File: config.mk
export PLATFORM = sky130hd
export DESIGN_NAME = post_target_master_flat
export DESIGN_NICKNAME = d
export VERILOG_FILES = /design/src/rtl/post_target_master_if.sv /design/src/rtl/post_target_master.sv /design/src/flat_wrapper.sv
export SDC_FILE = /design/constraint.sdc
export NUM_CORES = 1
export LEC_CHECK = 0
export ABC_AREA = 1
export ABC_CLOCK_PERIOD_IN_PS = 3000
export BUFFER_PORTS_ARGS = -buffer_cell sky130_fd_sc_hd__buf_2
export CORE_MARGIN = 5
export CORE_UTILIZATION = 40
export CTS_CLUSTER_SIZE = 30
export DETAILED_ROUTE_END_ITERATION = 12
export PLACE_DENSITY = 0.66
export RECOVER_POWER = 25
export SYNTH_ARGS = -nofsm -noshare
export SYNTH_HDL_FRONTEND = slang
export SYNTH_SLANG_ARGS = --single-unit
File: constraint.sdc
create_clock -name fpga_clock_48mhz -period 3 [get_ports fpga_clock_48mhz]
set_input_delay 0.15 -clock fpga_clock_48mhz [delete_from_list [all_inputs] [get_ports fpga_clock_48mhz]]
set_output_delay 0.15 -clock fpga_clock_48mhz [all_outputs]
set_load 0.005 [all_outputs]
File: src/rtl/post_target_master_if.sv
// Command/response bundle between a local controller and post_target_master.
//   cmd_valid/cmd_ready/cmd_op/cmd_data : one command at a time, accepted on valid && ready
//   rsp_valid/rsp_ok/rsp_data           : completion pulse, status and received byte
//   busy                                : command in flight, up to and including rsp_valid
// The master modport is the controller side; the slave modport is the pulse engine.
interface post_target_master_if;
    logic       cmd_valid;
    logic       cmd_ready;
    logic [1:0] cmd_op;
    logic [7:0] cmd_data;
    logic       rsp_valid;
    logic       rsp_ok;
    logic [7:0] rsp_data;
    logic       busy;

    modport master (
        output cmd_valid, cmd_op, cmd_data,
        input  cmd_ready, rsp_valid, rsp_ok, rsp_data, busy
    );

    modport slave (
        input  cmd_valid, cmd_op, cmd_data,
        output cmd_ready, rsp_valid, rsp_ok, rsp_data, busy
    );
endinterface

File: src/rtl/post_target_master.sv
// Target-side initiator of the Acorn POST box pulse protocol.
// Runs one SYNC / OUTPUT / INPUT / CLEAR command at a time, producing testreq
// pulse groups and sampling the adapter's testack in the last high cycle of each pulse.
// Ports:
//   fpga_clock_48mhz : single clock, rising edge
//   reset_in         : synchronous active-high reset; aborts any command silently
//   bus              : command/response bundle (slave modport)
//   testreq          : registered pulse output to the adapter
//   testack          : asynchronous ack from the adapter, double-synchronised to ack_s
module post_target_master #(
    parameter int PWID_CYCLES  = 24,
    parameter int PGAP_CYCLES  = 24,
    parameter int BREAK_CYCLES = 1200
) (
    input  logic                 fpga_clock_48mhz,
    input  logic                 reset_in,
    post_target_master_if.slave  bus,
    output logic                 testreq,
    input  logic                 testack
);
    localparam int T_MAX_A = (PWID_CYCLES > PGAP_CYCLES) ? PWID_CYCLES : PGAP_CYCLES;
    localparam int T_MAX   = (T_MAX_A > BREAK_CYCLES) ? T_MAX_A : BREAK_CYCLES;
    localparam int TW      = $clog2(T_MAX + 1);

    localparam logic [TW-1:0] PWID_LAST  = TW'(PWID_CYCLES - 1);
    localparam logic [TW-1:0] PGAP_LAST  = TW'(PGAP_CYCLES - 1);
    localparam logic [TW-1:0] BREAK_LAST = TW'(BREAK_CYCLES - 1);

    localparam logic [1:0] OP_SYNC   = 2'd0;
    localparam logic [1:0] OP_OUTPUT = 2'd1;
    localparam logic [1:0] OP_INPUT  = 2'd2;
    localparam logic [1:0] OP_CLEAR  = 2'd3;

    typedef enum logic [2:0] {
        ST_IDLE  = 3'd0,
        ST_HIGH  = 3'd1,
        ST_GAP   = 3'd2,
        ST_BREAK = 3'd3,
        ST_RESP  = 3'd4
    } state_t;

    state_t          state_r, next_state_s;
    logic [TW-1:0]   timer_r, timer_next_s;
    logic [1:0]      op_r, op_next_s;
    logic [7:0]      data_r, data_next_s;
    logic [3:0]      pulse_cnt_r, pulse_cnt_next_s;   // pulses completed in current group
    logic [3:0]      pulse_num_s;                     // 1-based number of the pulse in flight
    logic [2:0]      bit_idx_r, bit_idx_next_s;
    logic            data_phase_r, data_phase_next_s; // OUTPUT: ready group done, sending bits
    logic            ok_r, ok_next_s;
    logic [7:0]      rx_r, rx_next_s;
    logic            last_pulse_s;

    logic            ack_meta_r;
    logic            ack_s;

    logic            testreq_r;
    logic            cmd_ready_r;
    logic            busy_r;
    logic            rsp_valid_r;
    logic            rsp_ok_r;
    logic [7:0]      rsp_data_r;

    assign pulse_num_s   = pulse_cnt_r + 4'd1;
    assign testreq       = testreq_r;
    assign bus.cmd_ready = cmd_ready_r;
    assign bus.busy      = busy_r;
    assign bus.rsp_valid = rsp_valid_r;
    assign bus.rsp_ok    = rsp_ok_r;
    assign bus.rsp_data  = rsp_data_r;

    // Two-flop synchroniser for the asynchronous adapter ack.
    always_ff @(posedge fpga_clock_48mhz) begin
        if (reset_in) begin
            ack_meta_r <= 1'b0;
            ack_s      <= 1'b0;
        end else begin
            ack_meta_r <= testack;
            ack_s      <= ack_meta_r;
        end
    end

    // Decide whether the pulse now in flight closes its group.
    // INPUT stops after pulse 4 when the adapter has nothing to send.
    always_comb begin
        last_pulse_s = 1'b0;
        case (op_r)
            OP_SYNC:   last_pulse_s = (pulse_num_s == 4'd4);
            OP_CLEAR:  last_pulse_s = (pulse_num_s == 4'd12);
            OP_OUTPUT: begin
                if (data_phase_r) begin
                    // Data bit 1 is a single pulse, bit 0 a pair.
                    last_pulse_s = data_r[bit_idx_r] ? (pulse_num_s == 4'd1) : (pulse_num_s == 4'd2);
                end else begin
                    last_pulse_s = (pulse_num_s == 4'd3);
                end
            end
            OP_INPUT:  last_pulse_s = (pulse_num_s == 4'd12) || ((pulse_num_s == 4'd4) && !ack_s);
            default:   last_pulse_s = 1'b0;
        endcase
    end

    // Next-state and datapath update for the pulse sequencer.
    always_comb begin
        next_state_s      = state_r;
        timer_next_s      = timer_r + TW'(1);
        op_next_s         = op_r;
        data_next_s       = data_r;
        pulse_cnt_next_s  = pulse_cnt_r;
        bit_idx_next_s    = bit_idx_r;
        data_phase_next_s = data_phase_r;
        ok_next_s         = ok_r;
        rx_next_s         = rx_r;
        case (state_r)
            ST_IDLE: begin
                timer_next_s = '0;
                if (bus.cmd_valid) begin
                    next_state_s      = ST_HIGH;
                    op_next_s         = bus.cmd_op;
                    data_next_s       = bus.cmd_data;
                    pulse_cnt_next_s  = 4'd0;
                    bit_idx_next_s    = 3'd7;
                    data_phase_next_s = 1'b0;
                    ok_next_s         = 1'b0;
                end else begin
                    next_state_s = ST_IDLE;
                end
            end
            ST_HIGH: begin
                if (timer_r == PWID_LAST) begin
                    // Last high cycle: this is the only cycle where ack_s matters.
                    timer_next_s     = '0;
                    pulse_cnt_next_s = last_pulse_s ? 4'd0 : pulse_num_s;
                    next_state_s     = last_pulse_s ? ST_BREAK : ST_GAP;
                    case (op_r)
                        OP_SYNC: begin
                            if (pulse_num_s == 4'd4) begin
                                ok_next_s = ack_s;
                            end else begin
                                ok_next_s = ok_r;
                            end
                        end
                        OP_OUTPUT: begin
                            if (!data_phase_r && (pulse_num_s == 4'd3)) begin
                                ok_next_s = ack_s;
                            end else begin
                                ok_next_s = ok_r;
                            end
                        end
                        OP_INPUT: begin
                            if (pulse_num_s == 4'd4) begin
                                ok_next_s = ack_s;
                            end else if (pulse_num_s >= 4'd5) begin
                                // Pulses 5..12 carry the byte MSB first.
                                rx_next_s = {rx_r[6:0], ack_s};
                            end else begin
                                rx_next_s = rx_r;
                            end
                        end
                        default: ok_next_s = 1'b0;
                    endcase
                end else begin
                    next_state_s = ST_HIGH;
                end
            end
            ST_GAP: begin
                if (timer_r == PGAP_LAST) begin
                    timer_next_s = '0;
                    next_state_s = ST_HIGH;
                end else begin
                    next_state_s = ST_GAP;
                end
            end
            ST_BREAK: begin
                if (timer_r == BREAK_LAST) begin
                    timer_next_s = '0;
                    if ((op_r == OP_OUTPUT) && ok_r && !data_phase_r) begin
                        data_phase_next_s = 1'b1;
                        bit_idx_next_s    = 3'd7;
                        next_state_s      = ST_HIGH;
                    end else if ((op_r == OP_OUTPUT) && data_phase_r && (bit_idx_r != 3'd0)) begin
                        bit_idx_next_s = bit_idx_r - 3'd1;
                        next_state_s   = ST_HIGH;
                    end else begin
                        next_state_s = ST_RESP;
                    end
                end else begin
                    next_state_s = ST_BREAK;
                end
            end
            ST_RESP: begin
                timer_next_s = '0;
                next_state_s = ST_IDLE;
            end
            default: begin
                timer_next_s = '0;
                next_state_s = ST_IDLE;
            end
        endcase
    end

    // State, datapath and registered outputs; outputs follow the next state so
    // testreq rises the cycle after acceptance and rsp_valid coincides with RESP.
    always_ff @(posedge fpga_clock_48mhz) begin
        if (reset_in) begin
            state_r      <= ST_IDLE;
            timer_r      <= '0;
            op_r         <= 2'd0;
            data_r       <= 8'd0;
            pulse_cnt_r  <= 4'd0;
            bit_idx_r    <= 3'd0;
            data_phase_r <= 1'b0;
            ok_r         <= 1'b0;
            rx_r         <= 8'd0;
            testreq_r    <= 1'b0;
            cmd_ready_r  <= 1'b1;
            busy_r       <= 1'b0;
            rsp_valid_r  <= 1'b0;
            rsp_ok_r     <= 1'b0;
            rsp_data_r   <= 8'd0;
        end else begin
            state_r      <= next_state_s;
            timer_r      <= timer_next_s;
            op_r         <= op_next_s;
            data_r       <= data_next_s;
            pulse_cnt_r  <= pulse_cnt_next_s;
            bit_idx_r    <= bit_idx_next_s;
            data_phase_r <= data_phase_next_s;
            ok_r         <= ok_next_s;
            rx_r         <= rx_next_s;
            testreq_r    <= (next_state_s == ST_HIGH);
            cmd_ready_r  <= (next_state_s == ST_IDLE);
            busy_r       <= (next_state_s != ST_IDLE);
            rsp_valid_r  <= (next_state_s == ST_RESP);
            if (next_state_s == ST_RESP) begin
                rsp_ok_r <= ok_r;
                if ((op_r == OP_INPUT) && ok_r) begin
                    rsp_data_r <= rx_r;
                end else begin
                    rsp_data_r <= rsp_data_r;
                end
            end else begin
                rsp_ok_r   <= rsp_ok_r;
                rsp_data_r <= rsp_data_r;
            end
        end
    end
endmodule

File: src/flat_wrapper.sv
// flat-port wrapper written by rule: the top's interface ports become plain ports
module post_target_master_flat 
#(
    parameter int PWID_CYCLES  = 24,
    parameter int PGAP_CYCLES  = 24,
    parameter int BREAK_CYCLES = 1200
)
  (fpga_clock_48mhz, reset_in, testreq, testack, bus_cmd_valid, bus_cmd_op, bus_cmd_data, bus_cmd_ready, bus_rsp_valid, bus_rsp_ok, bus_rsp_data, bus_busy);
  post_target_master_if bus_i ();
  input  logic fpga_clock_48mhz;
  input  logic reset_in;
  output logic testreq;
  input  logic testack;
  input wire logic [$bits(bus_i.cmd_valid)-1:0] bus_cmd_valid;
  input wire logic [$bits(bus_i.cmd_op)-1:0] bus_cmd_op;
  input wire logic [$bits(bus_i.cmd_data)-1:0] bus_cmd_data;
  output wire logic [$bits(bus_i.cmd_ready)-1:0] bus_cmd_ready;
  output wire logic [$bits(bus_i.rsp_valid)-1:0] bus_rsp_valid;
  output wire logic [$bits(bus_i.rsp_ok)-1:0] bus_rsp_ok;
  output wire logic [$bits(bus_i.rsp_data)-1:0] bus_rsp_data;
  output wire logic [$bits(bus_i.busy)-1:0] bus_busy;
  assign bus_i.cmd_valid = bus_cmd_valid;
  assign bus_i.cmd_op = bus_cmd_op;
  assign bus_i.cmd_data = bus_cmd_data;
  assign bus_cmd_ready = bus_i.cmd_ready;
  assign bus_rsp_valid = bus_i.rsp_valid;
  assign bus_rsp_ok = bus_i.rsp_ok;
  assign bus_rsp_data = bus_i.rsp_data;
  assign bus_busy = bus_i.busy;
  post_target_master #(.PWID_CYCLES(PWID_CYCLES), .PGAP_CYCLES(PGAP_CYCLES), .BREAK_CYCLES(BREAK_CYCLES)) u_core (.fpga_clock_48mhz(fpga_clock_48mhz), .reset_in(reset_in), .bus(bus_i), .testreq(testreq), .testack(testack));
endmodule
==> flow_summary.toml, run 1 <==
[die]
initial_utilization = 0.407
die_area_um2 = 8080
floorplan.die.width_um = 89.9
fp.coreArea_um2 = 6280
rows = 29
die_h_um = 89.9
ios = 27

[global_routing]
grt_max_degree = 33
grt-ovfl-total = 0
grtUsageTotal = 0.126
grt_pass1_wl_um = 8640
antenna_found_initial = 0
grt_pass1_vias = 1926

[clock_tree]
postCtsSetupBuffers = 0
post_cts_resized = 0
clock_latency_ns = 0.31
cts_buffer_depth = 2
clkTransAtPathRegs_ns = 0.10
cts_sinks = 56
cts_max_level = 2
ctsHoldBuffers = 0
cts_tree = "yes"
cts-buffers-inserted = 5
cts_root_buf = "clkbuf_8"

[routing]
vias_per_cell = 4.78
drtPass1Iterations = 4
routed-via-count = 2135
wirelength_um = 4960
drt_first_iter_violations = 129
drc_errors = 0
post_drt_wl_per_cell_um = 11.1
antenna_left = 0

[min_path]
holdPathEnd = "u_core.ack_meta_r$_SDFF_PP0_"
min_from = "testack"
hold_depth = 3
hp-class = "input pin to flip-flop"

[timing]
setup_viol = 0
skew_ns = 0.0108
fmax_mhz = 518
fin_crit_sh = 0.644
setup_tns_ns = 0
hold_viol = 0
fin_crit_ns = 1.93
timing.slew.headroom = 0.452
tightest_slew_ns = 0.821
slew_viol_final = 0
rsz0062_at_grt = "false"

[worst_setup_path]
reg2reg_to = "u_core.bus.busy$_SDFF_PP0_"
endpoint_kind = "flip-flop"
worstPathMaxFanout = 4
crit_required_ns = 3.20
reg2reg_depth = 10
critPathKind = "flip-flop to flip-flop"
start_kind = "flip-flop"
r2r_start = "u_core.timer_r[0]$_SDFF_PP0_"
r2r_setup_slack_ns = 1.07
cp.arrival_ns = 2.13

[power_and_ir_drop]
power.density_nw_per_um2 = 465
vdd_drop_max_mv = 0.201
power.total_mw = 1.31
p_leak_nw = 1.18

[yosys]
synthesis.area_um2 = 2550
avgSynthCellArea_um2 = 7.47
synth_cells = 342
yosys_warnings = 0
ys_ff_latch = 56
ys_types = 36
yosysTopAreaCellShare = 0.439
syn_nets = 363
post-synth-top-area-cell = "dfxtp_1"
synth_seq_area_share = 0.439
synthTopCellsByArea = "dfxtp_1, nor2_1, nand2_1"

[run]
maxCapViolations = 0

[placement]
hpwlAfterDp_um = 3720
place_congestion = 0.786
port_buffers = 26
place_area_um2 = 2760

[cells_and_area]
final_net_count = 390
antenna_cells = 0
finalInstanceArea_um2 = 2830
drive_gt1_frac = 0.143
area.growth.synth_to_final_pct = 10.6

[outcome]
outcome = "completed"
-- flip-flops by register name, indices dropped and copies added, names as in the netlist --
name	flops
u_core.ack_meta_r	1
u_core.ack_s	1
u_core.bit_idx_r	3
u_core.bus.busy	1
u_core.bus.cmd_ready	1
u_core.bus.rsp_data	8
u_core.bus.rsp_ok	1
u_core.bus.rsp_valid	1
u_core.data_phase_r	1
u_core.data_r	8
u_core.ok_r	1
u_core.op_r	2
u_core.pulse_cnt_r	4
u_core.rx_r	8
u_core.state_r	3
u_core.testreq	1
u_core.timer_r	11
-- cells in the final DEF (no fill, tap or decap), types with 3 or more instances in the layout --
master,count
inv_1,43
nor3_1,5
o21ai_1,3
clkbuf_1,10
nor2_2,5
o21ai_0,31
nand4_1,5
ha_1,7
clkbuf_8,5
nand2_2,5
a21oi_1,22
nor2_1,58
buf_2,16
nand2_1,44
dfxtp_1,56
nand3_1,22
inv_2,7
-- layer usage --
metal  track usage  routed length (µm)  up-vias
li1              -                   -     1148
met1         0.165                2470      947
met5             0                   0        -
met3        0.0284                 185        7
met4        0.0496                  96        0
met2         0.202                2210       33
-- cells in the mapped netlist --
| master | n |
|---|---|
| nand4_1 | 4 |
| nand3_4 | 1 |
| nor4_1 | 1 |
| xnor2_1 | 1 |
| nor2_8 | 1 |
| ha_1 | 7 |
| nor3b_1 | 2 |
| clkbuf_1 | 4 |
| a221oi_1 | 2 |
| xnor2_2 | 1 |
| nor3_2 | 2 |
| nor2_1 | 57 |
| xor2_1 | 2 |
| o21bai_1 | 1 |
| nand4_2 | 1 |
| or2_2 | 1 |
| nor4_2 | 1 |
| inv_2 | 7 |
| buf_1 | 1 |
| clkbuf_2 | 1 |
| buf_4 | 1 |
| nand3_1 | 22 |
| nand2_2 | 5 |
| nor3b_2 | 1 |
| nand2_1 | 44 |
| a31oi_1 | 2 |
| nand3b_4 | 1 |
| a21oi_1 | 22 |
| o21ai_0 | 31 |
| clkinv_2 | 1 |
| o21ai_1 | 3 |
| nand3_2 | 1 |
| nor3_1 | 5 |
| inv_1 | 43 |
| dfxtp_1 | 56 |
| nor2_2 | 6 |
-- worst max-delay path by stage --
stage	start	to	slack (ns)
after floorplan	u_core.pulse_cnt_r[0]$_SDFFE_PP0P_	u_core.testreq$_SDFF_PP0_	1.31
after global placement	u_core.state_r[0]$_SDFF_PP0_	u_core.bus.busy$_SDFF_PP0_	1.15
after detailed placement	u_core.pulse_cnt_r[0]$_SDFFE_PP0P_	u_core.testreq$_SDFF_PP0_	1.11
after CTS	u_core.state_r[0]$_SDFF_PP0_	u_core.bus.busy$_SDFF_PP0_	1.09
after global routing	u_core.timer_r[0]$_SDFF_PP0_	u_core.bus.rsp_data[1]$_SDFFE_PP0P_	0.80
final	u_core.timer_r[0]$_SDFF_PP0_	u_core.bus.busy$_SDFF_PP0_	1.07
-- cell families after synthesis --
group	after synthesis	share of synthesized area
simple gates	156	0.298
compound gates	61	0.124
buf+inv	58	0.0877
flops	56	0.439
xor+xnor	4	0.0167
fa+ha+maj	7	0.0343
-- power by group --
group          leakage (nW)  total [mW]  internal (mW)  switching (mW)
combinational         0.675       0.119         0.0429          0.0764
sequential            0.456       0.776          0.765          0.0112
clock                0.0445       0.418          0.166           0.252
-- stage by stage --
stage,hold WS (ns),setup WS [ns],cells,utilization
finish,0.0386,1.07,447,0.450
global route,0.0503,0.803,447,0.450
CTS,0.0294,1.09,447,0.453
detailed placement,0.359,1.11,439,0.439
global placement,0.361,1.15,439,0.439
floorplan,0.229,1.31,342,-
-- final cells by class --
type                       count  area (µm²)
sequential                    56        1120
fill                         666        3450
timing repair buffer          27         125
tap                           77        96.3
clock inverter                 3        21.3
clock buffer                   5        68.8
multi-input combinational    228        1200
inverter                      51         193
-- critical path, stage by stage, from the launching register on --
cell and delay, ns:
dfxtp_1 0.37, ha_1 0.17, nand2_1 0.07, nor2_1 0.24, nand4_1 0.26, nand2_2 0.17
inv_1 0.06, nor4_1 0.22, nand2_2 0.11, nand2_2 0.09, nand2_1 0.07
(Power assumes the default switching activity.)
==> inputs of run 2 (changes only) <==
--- a/config.mk
+++ b/config.mk
@@ -6,7 +6,7 @@
 export NUM_CORES = 1
 export LEC_CHECK = 0
 export ABC_AREA = 1
-export ABC_CLOCK_PERIOD_IN_PS = 3000
+export ABC_CLOCK_PERIOD_IN_PS = 2000
 export BUFFER_PORTS_ARGS = -buffer_cell sky130_fd_sc_hd__buf_2
 export CORE_MARGIN = 5
 export CORE_UTILIZATION = 40
==> constraint.sdc (replaced) <==
create_clock -name fpga_clock_48mhz -period 2 [get_ports fpga_clock_48mhz]
set_input_delay 0.1 -clock fpga_clock_48mhz [delete_from_list [all_inputs] [get_ports fpga_clock_48mhz]]
set_output_delay 0.1 -clock fpga_clock_48mhz [all_outputs]
set_load 0.005 [all_outputs]
==> flow_summary.toml, run 2 (synthesized netlist as in run 1, its figures left out) <==
[clock_tree]
cts_root_buf = "clkbuf_8"
cts_max_level = 2
cts_buffer_depth = 2
clock_latency_ns = 0.32
clkTransAtPathRegs_ns = 0.10
cts_tree = "yes"
cts_sinks = 56
cts-buffers-inserted = 5

[cells_and_area]
finalNonFillerCells = 451
largest_reg_flops = 11
finalInstanceArea_um2 = 2880
drive_gt1_frac = 0.163
antenna_cells = 0
area.growth.synth_to_final_pct = 12.8
top_register = "u_core.timer_r"
layout_commonest_cell = "nor2_1"
final_cell_mix = "nor2_1, dfxtp_1, nand2_1, inv_1, o21ai_0"
final_net_count = 394
postLayoutCoreUtil = 0.459

[timing]
fin_crit_ns = 1.82
tightest_slew_ns = 0.729
fin_ws_ns = 0.177
hold_ws_ns = 0.0628
timing.slew.headroom = 0.514
fin_crit_sh = 0.912
setup_tns_ns = 0
rsz0062_at_grt = "false"
fmax_mhz = 549
skew_ns = 0.0132
setup_viol = 0
hold_viol = 0
slew_viol_final = 0

[min_path]
hp-class = "input pin to flip-flop"

[worst_setup_path]
crit_required_ns = 2.19
critPathKind = "flip-flop to flip-flop"
endpoint_kind = "flip-flop"
cp.arrival_ns = 2.01
worstPathMaxFanout = 4
start_kind = "flip-flop"

[die]
die_h_um = 89.9
fp.coreArea_um2 = 6280
floorplan.die.width_um = 89.9
ios = 27
die_area_um2 = 8080
initial_utilization = 0.407
rows = 29

[power_and_ir_drop]
combinationalPowerShare = 0.092
seq_power_share = 0.578
p_sw_mw = 0.505
power.density_nw_per_um2 = 698
vdd_drop_max_mv = 0.406
clockPowerShare = 0.330
internal_power_mw = 1.51
swShare = 0.251
p_leak_nw = 1.21
power.total_mw = 2.01

[routing]
drtPass1Iterations = 4
drt_first_iter_violations = 62
wirelength_um = 4890
antenna_left = 0
post_drt_wl_per_cell_um = 10.8
vias_per_cell = 4.76
drc_errors = 0
routed-via-count = 2148

[placement]
place_area_um2 = 2780
hpwlAfterDp_um = 3620
port_buffers = 26
placed_cells = 442
place_congestion = 0.888
pre_cts_ws_ns = 0.129

[run]
maxCapViolations = 0

[global_routing]
grt-ovfl-total = 0
grt_pass1_wl_um = 8440
antenna_found_initial = 0
grt_pass1_vias = 1919
grt_max_degree = 22
grtUsageTotal = 0.122

[outcome]
outcome = "completed"
run 2: cell types whose count changed in the layout (fill, tap and decap cells not counted), sizes merged:
cell / previous run / this run
buf: 17 / 22
clkbuf: 15 / 14
clkinv: 2 / 1
dlygate4sd3: 0 / 1
run 2: per-layer routing:
| layer | vias up | routed length (µm) | GRT usage |
|---|---|---|---|
| met5 | - | 0 | 0 |
| met4 | 0 | 68 | 0.0422 |
| met3 | 7 | 193 | 0.0317 |
| met2 | 28 | 2230 | 0.193 |
| met1 | 959 | 2400 | 0.161 |
| li1 | 1154 | - | - |
run 2: final cells by class:
type / instances / area [µm²]
inverter: 51 / 195
clock inverter: 2 / 18.8
sequential: 56 / 1120
tap: 77 / 96.3
fill: 657 / 3400
multi-input combinational: 228 / 1210
timing repair buffer: 31 / 158
clock buffer: 6 / 82.6
run 2: power by group through the flow:
stage	combinational [mW]	clock (mW)	sequential (mW)
floorplan	0.134	0	1.19
global placement	0.184	0	1.19
detailed placement	0.187	0	1.19
CTS	0.189	0.695	1.16
global route	0.213	0.737	1.17
finish	0.185	0.665	1.16
run 2: worst paths after layout:
kind / start / endpoint / slack (ns) / cells past startpoint
hold reg to reg: u_core.ack_meta_r$_SDFF_PP0_ / u_core.ack_s$_SDFF_PP0_ / 0.41 / 2
setup reg to reg: u_core.timer_r[0]$_SDFF_PP0_ / u_core.bit_idx_r[2]$_SDFFE_PP0P_ / 0.18 / 8
hold / removal: bus_cmd_data[4] / u_core.data_r[4]$_SDFFE_PP0P_ / 0.06 / 3
setup / recovery: u_core.timer_r[0]$_SDFF_PP0_ / u_core.bit_idx_r[2]$_SDFFE_PP0P_ / 0.18 / 8
run 2: critical path: stages, from the launching register on:
cell	delay [ns]
dfxtp_1	0.37
ha_1	0.17
nand2_1	0.08
nor2_2	0.18
nand4_2	0.17
nand2_2	0.12
nand3_1	0.18
nor2_1	0.29
a221oi_1	0.13
run 2: timing repair:
item | in CTS | in global routing
setup endpoints to repair | 0 | 4
setup buffers | 0 | 0
hold buffers | 1 | 0
hold endpoints to repair | 1 | 0
resized for setup | 0 | 3
